$ cat config.mk
export PLATFORM = sky130hd
export DESIGN_NAME = xadc_joy_sequencer
export DESIGN_NICKNAME = d
export VERILOG_FILES = /design/src/rtl/xadc_joy_sequencer.sv
export SDC_FILE = /design/constraint.sdc
export NUM_CORES = 1
export LEC_CHECK = 0
export CAP_MARGIN = 20
export CORE_MARGIN = 4
export CORE_UTILIZATION = 30
export DETAILED_ROUTE_END_ITERATION = 10
export GPL_ROUTABILITY_DRIVEN = 0
export GPL_TIMING_DRIVEN = 0
export PLACE_DENSITY = 0.54
export SYNTH_ARGS = -nofsm -noshare
export SYNTH_HDL_FRONTEND = slang
export SYNTH_SLANG_ARGS = --single-unit
$ cat constraint.sdc
create_clock -name clock -period 4 [get_ports clock]
set_input_delay 0.8 -clock clock [delete_from_list [all_inputs] [get_ports clock]]
set_output_delay 0.8 -clock clock [all_outputs]
set_load 0.05 [all_outputs]
$ cat src/rtl/xadc_joy_sequencer.sv
// xadc_joy_sequencer: alternating X/Y XADC DRP reader with per-axis offset trim and clamp.
// Define XADC_AVG_EN to average 2^AVG_LOG2 raw samples per axis before publishing.
module xadc_joy_sequencer #(
  parameter logic [6:0]         CH_X_ADDR = 7'h1b,
  parameter logic [6:0]         CH_Y_ADDR = 7'h1a,
  parameter logic signed [12:0] X_OFFSET  = -13'sd8,
  parameter logic signed [12:0] Y_OFFSET  = 13'sd24,
  parameter int                 TIMEOUT   = 255,
  parameter int                 AVG_LOG2  = 2
) (
  input  logic        clock,
  input  logic        rst_n,
  input  logic        eoc_in,
  input  logic        drdy_in,
  input  logic [15:0] do_in,
  output logic        den_out,
  output logic [6:0]  daddr_out,
  output logic [11:0] x_joy,
  output logic [11:0] y_joy,
  output logic        x_valid,
  output logic        y_valid,
  output logic        timeout_err
);
  typedef enum logic [1:0] {IDLE, REQ, WAIT, CAPT} state_t;
  localparam int TW = $clog2(TIMEOUT + 1);

  state_t state_q, state_d;
  logic ch_q, ch_d, den_q, den_d, xv_q, xv_d, yv_q, yv_d, terr_q, terr_d;
  logic [6:0] addr_q, addr_d;
  logic [11:0] x_q, x_d, y_q, y_d, sample, val;
  logic [TW-1:0] cnt_q, cnt_d;
  logic fire, cap;

  assign sample = do_in[15:4];
  assign cap = (state_q == WAIT) && drdy_in;

  // 14-bit sum keeps both underflow (bit 13) and overflow past 4095 (bit 12) visible for clamping
  function automatic logic [11:0] trim(input logic [11:0] v, input logic [12:0] off);
    logic [13:0] s;
    s = {2'b00, v} + {off[12], off};
    return s[13] ? 12'd0 : s[12] ? 12'hfff : s[11:0];
  endfunction

`ifdef XADC_AVG_EN
  logic [11+AVG_LOG2:0] acc_q [2];
  logic [11+AVG_LOG2:0] acc_d [2];
  logic [11+AVG_LOG2:0] sum;
  logic [AVG_LOG2-1:0] n_q [2];
  logic [AVG_LOG2-1:0] n_d [2];
  assign sum = acc_q[ch_q] + {{AVG_LOG2{1'b0}}, sample};
  assign fire = &n_q[ch_q];
  assign val = 12'(sum >> AVG_LOG2);
  always_comb begin
    acc_d = acc_q;
    n_d = n_q;
    if (cap) begin
      acc_d[ch_q] = fire ? '0 : sum;
      n_d[ch_q] = n_q[ch_q] + 1'b1;
    end
  end
  always_ff @(posedge clock or negedge rst_n) begin
    if (!rst_n) begin
      acc_q <= '{default: '0};
      n_q <= '{default: '0};
    end else begin
      acc_q <= acc_d;
      n_q <= n_d;
    end
  end
`else
  assign fire = 1'b1;
  assign val = sample;
`endif

  // Capture is registered straight out of WAIT so outputs land one cycle after drdy_in
  always_comb begin
    state_d = state_q;
    ch_d = ch_q;
    den_d = 1'b0;
    xv_d = 1'b0;
    yv_d = 1'b0;
    x_d = x_q;
    y_d = y_q;
    terr_d = terr_q;
    cnt_d = cnt_q;
    case (state_q)
      IDLE: if (eoc_in) begin
        state_d = REQ;
        den_d = 1'b1;
      end
      REQ: begin
        state_d = WAIT;
        cnt_d = '0;
      end
      WAIT: if (drdy_in) begin
        state_d = CAPT;
        ch_d = ~ch_q;
        xv_d = fire && !ch_q;
        yv_d = fire && ch_q;
        x_d = (fire && !ch_q) ? trim(val, X_OFFSET) : x_q;
        y_d = (fire && ch_q) ? trim(val, Y_OFFSET) : y_q;
      end else if (cnt_q == TW'(TIMEOUT)) begin
        state_d = IDLE;
        terr_d = 1'b1;
      end else begin
        cnt_d = cnt_q + 1'b1;
      end
      default: state_d = IDLE;
    endcase
    addr_d = ch_d ? CH_Y_ADDR : CH_X_ADDR;
  end

  always_ff @(posedge clock or negedge rst_n) begin
    if (!rst_n) begin
      state_q <= IDLE;
      ch_q <= 1'b0;
      den_q <= 1'b0;
      xv_q <= 1'b0;
      yv_q <= 1'b0;
      x_q <= '0;
      y_q <= '0;
      terr_q <= 1'b0;
      cnt_q <= '0;
      addr_q <= CH_X_ADDR;
    end else begin
      state_q <= state_d;
      ch_q <= ch_d;
      den_q <= den_d;
      xv_q <= xv_d;
      yv_q <= yv_d;
      x_q <= x_d;
      y_q <= y_d;
      terr_q <= terr_d;
      cnt_q <= cnt_d;
      addr_q <= addr_d;
    end
  end

  assign den_out = den_q;
  assign daddr_out = addr_q;
  assign x_joy = x_q;
  assign y_joy = y_q;
  assign x_valid = xv_q;
  assign y_valid = yv_q;
  assign timeout_err = terr_q;
endmodule
==> reports/qor.yml <==
syn_to_final_growth_pct: 30.1
first_pass_iters: 4
drv_slew: 0
start_util_pct: 30.8
gr-usage-met2_pct: 20.2
finalSetupTns_ps: 0
ir_drop_mv: 0.361
postLayoutCoreUtil_pct: 40.1
synth_edf_count: 0
skew_ps: 8.21
critPathKind: "in2reg"
setup_viol: 0
final_cell_area_mm2: 0.00271
synth_flop_cell: "dfrtp_1"
syn_area_per_cell_um2: 9.46
swShare_pct: 45.7
multi_input_area_um2: 955
synth.cell_area_mm2: 0.00208
die_h_um: 91.3
n_antenna_cell: 0
worst_path_max_delay_cell: "clkdlybuf4s50_1"
power_density_mw_per_mm2: 768
drc: 0
hold_path.class: "in2async"
switchingPower_uw: 950
synth-async-reset-ratio_pct: 100
fin_nets: 293
fin_crit_sh_pct: 63.8
path_cells: "clkdlybuf4s50_1 > inv_1 > ha_1 > or4b_4 > o21ai_4 > o21ai_1"
cp.required_ps: 4170
die_width_um: 91.3
ys_seq_area_share_pct: 48.2
postCtsSetupBuffers: 0
drtIter0Drc: 97
crit_path_start_kind: "input port"
ant_nets: 0
track_usage_pct: 12.7
netlist-cell-type-count: 49
busiest_layer: "met2"
gr-usage-met1_pct: 16.0
dieArea_mm2: 0.00833
cts.repair.resized: 0
num_vias: 1694
crit_buf_inv: 2
routedWlPerCell_um: 14.4
cpPeakStageDelay_ps: 540
yosysWarnings: 0
pwr-share-clk_pct: 17.6
rows: 30
numPlacedInstances: 342
dpl-instance-area_mm2: 0.00258
vias_per_cell: 4.84
clk_pin_slew_ps: 80
synthTopCellsByArea: "dfrtp_1 47%, nand2_1 5.1%, nor2_1 3.8%, buf_4 2.9%, o21ai_0 2.6%"
grt_setup_unrepaired: "no"
synth_largest_area_cell: "dfrtp_1"
core_mm2: 0.00676
crit_arrival_ps: 2720
pwr-share-comb_pct: 50.5
fin_cells: 350
synth_common_cells: "39 x dfrtp_1, 28 x nand2_1, 21 x nor2_1, 11 x o21ai_0, 11 x o21ai_1"
yosys.area.top_type_share_pct: 46.9
ys_ff_latch: 40
insertion_delay_ps: 290
cts_buffers: 5
period_minus_slack_ps: 2550
antenna_found_initial: 0
port_buffers: 37
cts_tree: "done"
fmax_mhz: 392
timing.final.hold_violations: 0
h-tree-depth: 2
ff_latch_area_mm2: 0.00100
wl_um: 5050
clkSinkCount: 40
grt_start_max_net_pins: 36
root_buffer: "clkbuf_8"
critPathCaptureType: "flip-flop"
critPathMaxFanout: 10
status: "finished clean"
ios: 55
grt_pass1_wl_um: 8380
cellLeakagePower_uw: 0.00122
synth_cells: 220
p_int_uw: 1130
hold_ws_ps: 332
pwr-share-seq_pct: 31.9
grt_overflow: 0
yosys.cell_count.top_type: "dfrtp_1"
cpLargestDelayFamily: "buffers and inverters"
max-slew-margin-rel_pct: 65.3
first_global_vias: 1679
clk_path_buf_depth: 2
postCtsHoldBufs: 0
cap_violations: 0
final.fill_count: 691
worst_slew_pin_slew_ps: 519
drive_gt1_share_pct: 13.7
grt_util_met3_pct: 4.06
dp_hpwl_um: 3710
## registers in the layout (all words and copies together) (netlist names)
name         flops
x_joy           12
y_joy           12
cnt_q            8
state_q          2
ch_q             1
daddr_out        1
den_out          1
timeout_err      1
x_valid          1
y_valid          1
## routing by layer
layer	up-vias	wire, um
li1	849	-
met1	787	2320
met2	50	2360
met3	8	289
met5	-	0
met4	0	78
## final timing paths
check / from / to / slack, ps / cells past startpoint
max in group asynchronous: rst_n / daddr_out[0] / 3180 / 2
min reg2reg: y_joy[0] / y_joy[0] / 470 / 2
max: do_in[8] / x_joy[2] / 1450 / 6
max reg2reg: state_q[0] / cnt_q[4] / 2240 / 5
min: rst_n / cnt_q[4] / 330 / 1
min in group clock: y_joy[0] / y_joy[0] / 470 / 2
## power by group through the flow
stage	sequential, uW	clock, uW	combinational, uW
after floorplan	1090	0	275
after global placement	670	0	1050
after detailed placement	672	0	1060
after CTS	665	375	1060
final	663	365	1050
after global routing	687	394	1120
## area by class of cell
cell class / count / share of cell area (%)
plain buffers: 18 / 4.16
clock buffers: 7 / 3.56
clock inverters: 1 / 1.11
inverters: 7 / 0.970
multi-input cells: 159 / 35.3
flip-flops and latches: 40 / 37.0
well taps: 80 / 3.70
repair buffers: 38 / 14.2
## placed cells by master (no fill, tap or decap), drive strengths merged, types with 2 or more instances in the layout
| cell type | Yosys | routed |
|---|---|---|
| a211o | 3 | 3 |
| a21oi | 5 | 5 |
| a31oi | 7 | 7 |
| and3 | 6 | 6 |
| buf | 14 | 16 |
| clkbuf | 4 | 11 |
| clkdlybuf4s50 | 0 | 36 |
| conb | 2 | 6 |
| dfrtp | 39 | 39 |
| ha | 4 | 4 |
| inv | 7 | 7 |
| mux2i | 2 | 2 |
| nand2 | 28 | 28 |
| nand2b | 3 | 3 |
| nand3 | 6 | 6 |
| nand3b | 2 | 2 |
| nor2 | 23 | 23 |
| nor3 | 10 | 10 |
| nor4 | 3 | 3 |
| o21ai | 23 | 23 |
| or4 | 2 | 2 |
| xnor2 | 4 | 4 |
| xor2 | 4 | 4 |
## cells by family after synthesis
kind of cell / share of synthesized area, %
adder cells (fa/ha/maj): 2.41
multiplexers: 1.50
other: 0.361
AND/OR/NAND/NOR: 22.5
flip-flops: 48.2
AO/OA/AOI/OAI: 15.0
XOR/XNOR: 3.37
buffers and inverters: 6.67
## metrics by stage
| stage | power, uW | setup slack (ps) |
|---|---|---|
| 6_report | 2080 | 1450 |
| 5_1_grt | 2200 | 1340 |
| 4_1_cts | 2100 | 1460 |
| 3_5_place_dp | 1730 | 1140 |
| 3_3_place_gp | 1720 | 1030 |
| 2_1_floorplan | 1370 | 1690 |
## worst reg2reg max path, stage by stage (launching register included)
cell     delay, ps
dfrtp_1        450
or3b_1         390
buf_2          180
a21oi_4        210
nor2_2         120
a211o_1        300
Note: power is estimated with default switching activity, not from simulation.
